[config.mk]
export PLATFORM = sky130hd
export DESIGN_NAME = glyph_fetch_unit
export DESIGN_NICKNAME = d
export VERILOG_FILES = /design/src/rtl/glyph_fetch_unit.sv
export SDC_FILE = /design/constraint.sdc
export NUM_CORES = 1
export LEC_CHECK = 0
export ABC_AREA = 0
export BUFFER_PORTS_ARGS = -buffer_cell sky130_fd_sc_hd__buf_2
export CAP_MARGIN = 25
export CORE_MARGIN = 5
export CORE_UTILIZATION = 56
export DETAILED_ROUTE_END_ITERATION = 6
export PLACE_DENSITY = 0.88
export SLEW_MARGIN = 15
export SYNTH_ARGS = -nofsm -noshare
export SYNTH_HDL_FRONTEND = slang
export SYNTH_SLANG_ARGS = --single-unit
[constraint.sdc]
create_clock -name clk -period 1.95 [get_ports clk]
set_input_delay 0.4875 -clock clk [delete_from_list [all_inputs] [get_ports clk]]
set_output_delay 0.4875 -clock clk [all_outputs]
set_load 0.01 [all_outputs]
[src/rtl/glyph_fetch_unit.sv]
// Glyph-row fetch engine: turns {bank, glyph, row} requests into font-memory reads and
// returns row data in order through a credit-protected response FIFO.
module glyph_fetch_unit #(
  parameter int unsigned GLYPH_W     = 8,
  parameter int unsigned ROW_W       = 2,
  parameter int unsigned BANK_W      = 1,
  parameter int unsigned ADDR_W      = 15,
  parameter int unsigned DATA_W      = 16,
  parameter int unsigned BASE_ADDR   = 'h400,
  parameter int unsigned BANK_STRIDE = 'h400,
  parameter int unsigned MEM_LAT     = 1
) (
  input  logic               clk,
  input  logic               rst_n,
  input  logic               req_valid,
  output logic               req_ready,
  input  logic [GLYPH_W-1:0] req_glyph,
  input  logic [ROW_W-1:0]   req_row,
  input  logic [BANK_W-1:0]  req_bank,
  input  logic               req_burst,
  output logic               mem_en,
  output logic [ADDR_W-1:0]  mem_addr,
  input  logic [DATA_W-1:0]  mem_rdata,
  output logic               rsp_valid,
  input  logic               rsp_ready,
  output logic [DATA_W-1:0]  rsp_data,
  output logic [ROW_W-1:0]   rsp_row,
  output logic               rsp_last,
  output logic               addr_ovf
);
  localparam int unsigned FIFO_DEPTH = MEM_LAT + 2;
  localparam int unsigned SUM_W      = ADDR_W + BANK_W + 2;
  localparam int unsigned CNT_W      = $clog2(FIFO_DEPTH + 1);
  localparam int unsigned PTR_W      = $clog2(FIFO_DEPTH);
  localparam logic [CNT_W-1:0] DEPTH_C = CNT_W'(FIFO_DEPTH);
  localparam logic [PTR_W-1:0] PTR_MAX = PTR_W'(FIFO_DEPTH - 1);
  localparam logic [ROW_W-1:0] ROW_MAX = '1;

  typedef enum logic {ST_IDLE, ST_BURST} state_t;

  state_t              state_reg, state_next;
  logic [GLYPH_W-1:0]  burst_glyph_reg;
  logic [BANK_W-1:0]   burst_bank_reg;
  logic [ROW_W-1:0]    burst_row_reg;
  logic [CNT_W-1:0]    credit_reg, credit_next;
  logic                credit_ok;

  logic                issue;
  logic [GLYPH_W-1:0]  issue_glyph;
  logic [BANK_W-1:0]   issue_bank;
  logic [ROW_W-1:0]    issue_row;
  logic                issue_last;
  logic [SUM_W-1:0]    sum;
  logic                sum_ovf;

  logic                mem_en_reg;
  logic [ADDR_W-1:0]   mem_addr_reg;
  logic [ROW_W:0]      side_reg;
  logic                addr_ovf_reg;

  logic [MEM_LAT-1:0]  pipe_v_reg, pipe_v_in;
  logic [ROW_W:0]      pipe_side_reg [MEM_LAT];
  logic [ROW_W:0]      pipe_side_in  [MEM_LAT];

  logic [DATA_W-1:0]   fifo_data_reg [FIFO_DEPTH];
  logic [ROW_W:0]      fifo_side_reg [FIFO_DEPTH];
  logic [PTR_W-1:0]    wr_ptr_reg, rd_ptr_reg;
  logic [CNT_W-1:0]    count_reg, count_next;
  logic                push, pop;

  function automatic logic [PTR_W-1:0] ptr_inc(input logic [PTR_W-1:0] p);
    return (p == PTR_MAX) ? '0 : p + 1'b1;
  endfunction

  assign credit_ok = (credit_reg < DEPTH_C);

  always_ff @(posedge clk or negedge rst_n) begin
    if (!rst_n) state_reg <= ST_IDLE;
    else        state_reg <= state_next;
  end

  always_comb begin
    state_next = state_reg;
    case (state_reg)
      ST_IDLE:  if (issue && req_burst)  state_next = ST_BURST;
      ST_BURST: if (issue && issue_last) state_next = ST_IDLE;
      default:  state_next = ST_IDLE;
    endcase
  end

  always_comb begin
    req_ready   = 1'b0;
    issue       = 1'b0;
    issue_glyph = req_glyph;
    issue_bank  = req_bank;
    issue_row   = req_row;
    issue_last  = 1'b1;
    case (state_reg)
      ST_IDLE: begin
        req_ready = rst_n && credit_ok;
        issue     = req_valid && req_ready;
        if (req_burst) begin
          issue_row  = '0;
          issue_last = 1'b0;
        end
      end
      ST_BURST: begin
        issue       = credit_ok;
        issue_glyph = burst_glyph_reg;
        issue_bank  = burst_bank_reg;
        issue_row   = burst_row_reg;
        issue_last  = (burst_row_reg == ROW_MAX);
      end
      default: ;
    endcase
  end

  // Formed wide enough that any carry past ADDR_W is visible as overflow.
  assign sum = SUM_W'(BASE_ADDR) + SUM_W'(issue_bank) * SUM_W'(BANK_STRIDE)
             + SUM_W'({issue_glyph, issue_row});
  assign sum_ovf = |sum[SUM_W-1:ADDR_W];

  always_ff @(posedge clk or negedge rst_n) begin
    if (!rst_n) begin
      mem_en_reg      <= 1'b0;
      mem_addr_reg    <= '0;
      side_reg        <= '0;
      addr_ovf_reg    <= 1'b0;
      burst_glyph_reg <= '0;
      burst_bank_reg  <= '0;
      burst_row_reg   <= '0;
    end else begin
      mem_en_reg <= issue;
      if (issue) begin
        mem_addr_reg <= sum[ADDR_W-1:0];
        side_reg     <= {issue_row, issue_last};
      end
      if (issue && sum_ovf) addr_ovf_reg <= 1'b1;
      if (state_reg == ST_IDLE && issue && req_burst) begin
        burst_glyph_reg <= req_glyph;
        burst_bank_reg  <= req_bank;
        burst_row_reg   <= ROW_W'(1);
      end else if (state_reg == ST_BURST && issue) begin
        burst_row_reg <= burst_row_reg + 1'b1;
      end
    end
  end

  // Sideband shift pipe: stage MEM_LAT-1 lines up with mem_rdata.
  for (genvar gi = 0; gi < MEM_LAT; gi++) begin : g_pipe
    if (gi == 0) begin : g_head
      assign pipe_v_in[gi]    = mem_en_reg;
      assign pipe_side_in[gi] = side_reg;
    end else begin : g_tail
      assign pipe_v_in[gi]    = pipe_v_reg[gi-1];
      assign pipe_side_in[gi] = pipe_side_reg[gi-1];
    end
  end

  always_ff @(posedge clk or negedge rst_n) begin
    if (!rst_n) begin
      pipe_v_reg    <= '0;
      pipe_side_reg <= '{default: '0};
    end else begin
      pipe_v_reg    <= pipe_v_in;
      pipe_side_reg <= pipe_side_in;
    end
  end

  assign push = pipe_v_reg[MEM_LAT-1];
  assign pop  = rsp_valid && rsp_ready;

  always_comb begin
    credit_next = credit_reg;
    if (issue && !pop)      credit_next = credit_reg + 1'b1;
    else if (!issue && pop) credit_next = credit_reg - 1'b1;
  end

  always_comb begin
    count_next = count_reg;
    if (push && !pop)      count_next = count_reg + 1'b1;
    else if (!push && pop) count_next = count_reg - 1'b1;
  end

  always_ff @(posedge clk or negedge rst_n) begin
    if (!rst_n) begin
      credit_reg    <= '0;
      count_reg     <= '0;
      wr_ptr_reg    <= '0;
      rd_ptr_reg    <= '0;
      fifo_data_reg <= '{default: '0};
      fifo_side_reg <= '{default: '0};
    end else begin
      credit_reg <= credit_next;
      count_reg  <= count_next;
      if (push) begin
        fifo_data_reg[wr_ptr_reg] <= mem_rdata;
        fifo_side_reg[wr_ptr_reg] <= pipe_side_reg[MEM_LAT-1];
        wr_ptr_reg                <= ptr_inc(wr_ptr_reg);
      end
      if (pop) rd_ptr_reg <= ptr_inc(rd_ptr_reg);
    end
  end

  assign mem_en    = mem_en_reg;
  assign mem_addr  = mem_addr_reg;
  assign addr_ovf  = addr_ovf_reg;
  assign rsp_valid = (count_reg != '0);
  assign rsp_data  = fifo_data_reg[rd_ptr_reg];
  assign rsp_row   = fifo_side_reg[rd_ptr_reg][ROW_W:1];
  assign rsp_last  = fifo_side_reg[rd_ptr_reg][0];

  // A full FIFO must never coincide with reads still on their way back.
  full_no_inflight: assert property (@(posedge clk) disable iff (!rst_n)
    !((count_reg == DEPTH_C) && (mem_en_reg || (|pipe_v_reg))));

endmodule

# Word-level counts from Yosys, hierarchy flattened
# Cells that the tools add are included.
[word_totals]
regBits = 101
output_inout_bits = 38
[op_classes]
n_bitwise = 3
n_lt_le_gt_ge = 4
addsub = 9
reduce_logical = 22
eq_ne = 3
mux = 31
[ops]
columns = ["operator", "count"]
rows = [
  ["$bwmux 48", 1],
  ["$mux 16", 3],
  ["$bmux 16 s2", 1],
  ["$demux 16 s2", 1],
  ["$mux 2", 9],
  ["$logic_and 1x1->1", 14],
  ["$add 12x10->13", 1],
  ["$add 11x11->12 const A", 1],
  ["$add 2x1->2 const B", 5],
  ["$bwmux 9", 1],
  ["$mux 3", 3],
  ["$mux 8", 1],
  ["$reduce_bool 2->1", 4],
  ["$bmux 3 s2", 1],
  ["$demux 3 s2", 1],
  ["$eq 2x2->1 const B", 3],
  ["$ge 3x3->1 const B", 2],
  ["$not 2->3", 2],
  ["$pmux 1 s2", 3],
  ["$mux 1", 5],
  ["$pmux 2 s2", 1],
  ["$sub 2x1->2 const B", 2],
  ["$logic_not 1->1", 3],
  ["$lt 3x1->1 const B", 1],
  ["other kinds (3)", 3],
]

# Depth between registers and ports, before layout
[logic_depth]
ltp_word = 8
depth_mapped = 8

# Least setup slack after synthesis
# OpenSTA, ideal clock, no wires.
[synth_path]
path_type = "input port to flip-flop"
start = "input port req_valid"
end = "register credit_reg[1]"
path_buffers = 1
path_stages = 7
required_time_ps = 1825
setup_slack_ps = 278
arrival_time_ps = 1546
setup_time_ps = 125
path_cell_list = "a21oi_1 > a21oi_1 > buf_6 > ha_1 > xor2_1 > nor2_1 > xor2_1"
[synth_via]
elab_chain_cells = 5
elab_cells_between_ends = 7
classes_between = "mux: 2; reduce/logical: 5"
[synth_lines]
columns = ["element", "line_no", "rtl"]
rows = [
  ["start, declared", "15", "input logic req_valid,"],
  ["$logic_and 1x1->1 *", "101", "issue = req_valid && req_ready;"],
  ["$pmux 1 s2 *", "98", "case (state_reg)"],
  ["via issue", "48", "logic issue;"],
  ["$logic_not 1->1", "176", "else if (!issue && pop) credit_next = credit_reg - 1'b1;"],
  ["$logic_and 1x1->1", "176", ""],
  ["$reduce_bool 2->1 (no line)", "-", ""],
  ["end signal, assigned", "194", "credit_reg <= credit_next;"],
  ["end, declared", "45", "logic [CNT_W-1:0] credit_reg, credit_next;"],
]
# Mark *: on every way through the listed nets, which the timed path passes. The rest lies on a longest branch.
# A chain may end at the register's enable or synchronous reset.

# Worst setup path after layout
[layout_path]
start = "register rd_ptr_reg[1]"
end = "output port rsp_last"
[layout_via]
elab_chain_cells = 4
[layout_lines]
columns = ["element", "line_no", "rtl"]
rows = [
  ["start, declared", "67", "logic [PTR_W-1:0] wr_ptr_reg, rd_ptr_reg;"],
  ["start signal, assigned", "201", "if (pop) rd_ptr_reg <= ptr_inc(rd_ptr_reg);"],
  ["$not 2->3 (not written as such)", "211", "assign rsp_last = fifo_side_reg[rd_ptr_reg][0];"],
  ["$bmux 3 s2", "211", ""],
  ["$mux 3 (not written as such) (2 in a row)", "211", ""],
  ["end, declared", "28", "output logic rsp_last,"],
]
# No other way between the ends. The select of a mux whose other input is x is not followed.

==> implementation parameters <==
Parameter                              Value

Outcome
  Run status ... finished, final reports clean

Final layout
  Antenna fix cells ... 0
  Share of final-layout standard cells stronger than drive strength 1 ... 49.4%
  Fill cell instance count of the final layout ... 551
  Number of flip-flops in the largest register ... 48
  Number of nets at the end of the flow ... 419
  Area Growth Syn to Fin ... 18.3%
  Layout Cells excl Fill ... 488

Synth
  Cells after synthesis ... 309
  Most used flip-flop cell after synthesis ... dfrtp_1
  Total number of yosys warnings ... 0
  Flip-flop and latch count after synthesis ... 95
  Synth unique cells ... 29
  Post-synth EDFFs ... 0
  Area of the mapped netlist ... 4210 µm²
  Share of synthesized flip-flops with an asynchronous set or reset ... 100%
  Post-synthesis area per instance ... 13.6 µm²
  Sequential cell area fraction in the yosys report ... 56.4%

STA
  Final-report max-slew violation count ... 0
  Minimum clock period ... 1.93 ns
  Highest attainable clock frequency ... 519 MHz
  Number of failing hold endpoints at the final stage ... 0
  Final clock period utilization by the worst path ... 98.7%
  Least-Margin Pin Slew ... 0.604 ns
  Setup-violating endpoint count in the final report ... 0
  Remaining max-slew budget at the tightest pin ... 59.7%
  Unrepaired setup endpoints after global routing ... yes
  Clock Skew ... 0.00721 ns

Power
  P_sw ... 2960 µW
  Pint ... 5960 µW
  Sequential Power Share ... 40.3%
  Static Leakage ... 0.00235 µW
  Power share of the clock group ... 17.6%
  Final total power ... 8920 µW
  Combinational group share of total power ... 42.1%
  Power Dens Cells ... 1790 nW/µm²
  Max IR drop VDD ... 963 µV
  Proportion of total power due to net switching ... 33.2%

Global route
  Vias in the first global route ... 2837
  Total routing resource utilization after global routing ... 18.6%
  Final global-route overflow total ... 0
  Maximum number of pins on one net before global-route repair ... 83
  Initial antenna violation count ... 1
  Global-route wire length before repair ... 14200 µm

CTS
  CTS tree ... built
  Clock edge transition at the registers on the reported setup and hold paths ... 0.09 ns
  Worst-Skew Late Latency ... 0.35 ns
  Num Clock Sinks ... 95
  H-tree depth ... 3
  Buffer cell driving the clock tree root ... clkbuf_8
  Clk buf depth ... 2
  Number of buffers inserted during clock tree synthesis ... 9

Floorplan
  Area of the placeable core ... 7290 µm²
  Placement row count ... 31
  Horiz. Die Dim ... 96.7 µm
  Die ar. ... 9360 µm²
  IO Count ... 70
  Effective utilization at floorplan ... 57.8%
  Die extent in y ... 96.7 µm

Routing
  Wire per inst ... 17.0 µm
  Via density ... 5.34
  Number of nets with antenna violations after routing ... 0
  Detailed-routing iteration count for the pre-antenna-repair pass ... 4
  Number of DRC violations after detailed routing ... 0
  Detailed Route Iter0 Violations ... 107
  Final Routed Wirelength ... 8310 µm
  Routed via count ... 2606

Critical path
  FF-to-FF Start ... wr_ptr_reg[0]
  FF-to-FF path depth ... 3
  Required time of the worst setup path ... 1.46 ns
  Type of element capturing the critical path ... output pin
  R2r endpoint ... fifo_data_reg[6]
  Arr. time, crit path ... 1.44 ns
  Worst Path Class, Setup ... flip-flop to output pin
  Launching instance or port of the critical path ... rd_ptr_reg[1]
  Kind of launch point of the worst setup path ... flip-flop
  Biggest fanout along the worst timing path ... 10
  Crit path capture ... rsp_last
  Reg-to-reg setup timing slack ... 0.33 ns

Placement
  Placer Congestion ... 0.764
  Post-detail-place hpwl ... 5790 µm
  Count of buffers from port buffering ... 65
  Placed cell count ... 468

Flow run
  Total of max-cap violations ... 0

Min path
  Min-delay worst type ... primary input to asynchronous set/reset pin
==> power groups by stage <==
stage	logic, µW	registers, µW	clock network [µW]
2_1_floorplan	2630	3460	0
3_3_place_gp	3530	3540	0
3_5_place_dp	3670	3610	0
4_1_cts	3760	3590	1610
5_1_grt	4110	3730	1690
6_report	3750	3600	1570
==> placed cells by master, fill, tap and decap left out, types with 4 or more instances in the layout <==
master    count
a21oi_1       5
o21ai_0      15
mux2i_1      22
mux2_4       10
nand2_1      20
xor2_1        4
buf_4        13
inv_1         6
clkbuf_8     11
buf_2        64
dfrtp_1      93
mux2_2       77
conb_1        4
o21ai_1       6
==> routing by layer <==
| metal | vias to the layer above | track usage [%] | share of wire [%] |
|---|---|---|---|
| met5 | - | 0 | 0.084 |
| met4 | 2 | 3.67 | 0.99 |
| met3 | 12 | 7.84 | 6.9 |
| met2 | 70 | 31.4 | 51 |
| met1 | 1309 | 22.4 | 41 |
| li1 | 1213 | - | - |
==> worst min path at each step <==
stage / start / to / slack (ns) / cells past startpoint
after global placement: rst_n / mem_addr[10] / 0.29 / 1
after CTS: rst_n / burst_glyph_reg[1] / 0.07 / 2
after floorplan: rst_n / burst_bank_reg / 0.19 / 0
after detailed placement: rst_n / mem_addr[10] / 0.29 / 1
final: rst_n / burst_glyph_reg[1] / 0.09 / 2
after global routing: rst_n / burst_glyph_reg[1] / 0.07 / 2
==> Yosys cell counts, types with 2 or more instances <==
cell | n | area (µm²)
buf_4 | 7 | 52.6
mux2_2 | 77 | 867
mux2i_1 | 22 | 220
dfrtp_1 | 95 | 2380
nand2_1 | 20 | 75.1
a21oi_1 | 5 | 25.0
clkbuf_1 | 5 | 18.8
nor3_1 | 2 | 10.0
a21o_1 | 2 | 15.0
mux2_4 | 10 | 150
buf_2 | 8 | 40.0
inv_1 | 6 | 22.5
ha_1 | 3 | 37.5
xor2_1 | 4 | 35.0
xnor2_1 | 3 | 26.3
buf_6 | 2 | 22.5
nor2_1 | 3 | 11.3
and2_1 | 2 | 12.5
a21boi_0 | 2 | 15.0
o21ai_0 | 22 | 110
==> worst max-delay path, cell delays in order, from the launching register on <==
cell,delay (ns)
dfrtp_2,0.45
nor2b_4,0.17
buf_8,0.16
nand2_1,0.07
o21ai_1,0.08
buf_2,0.15
==> layout make-up <==
class                      count  area, µm²  area share, %
sequential                    95       2380           47.7
multi-input combinational    188       1690           33.9
timing repair buffer          84        517           10.4
clock buffer                  11        151           3.04
tap                           99        124           2.48
clock inverter                 5        104           2.08
inverter                       6       22.5          0.452
==> cells by family (layout without fill, tap and decap cells) <==
logic type	Yosys count	count (layout)	synth area share (%)
fa+ha+maj	3	3	0.891
compound gates	32	32	4.13
other cells	1	4	0.0890
xor+xnor	7	7	1.45
buf+inv	29	106	4.19
simple gates	33	33	3.47
flops	95	95	56.4
mux	109	109	29.4
==> per-stage QoR <==
stage / cell area, µm² / setup TNS (ns) / utilization, % / hold WS (ns) / setup slack, ns
after floorplan: 4230 / 0 / - / 0.192 / 0.278
after global placement: 4660 / 0 / 63.8 / 0.290 / 0.357
after detailed placement: 4660 / 0 / 63.8 / 0.295 / 0.286
after CTS: 4950 / -0.133 / 67.8 / 0.0731 / -0.0214
after global routing: 4990 / -0.762 / 68.4 / 0.0737 / -0.0627
final: 4990 / 0 / 68.4 / 0.0866 / 0.0248
==> timing repair <==
action                                 CTS  global route
setup buffers                            1             0
cloned                                   1             0
setup endpoints to repair               11            20
endpoints found under the hold margin    2             0
hold buffers                             1             0
resized for setup                        8             9
No activity file was read; power rests on OpenSTA's default activity.
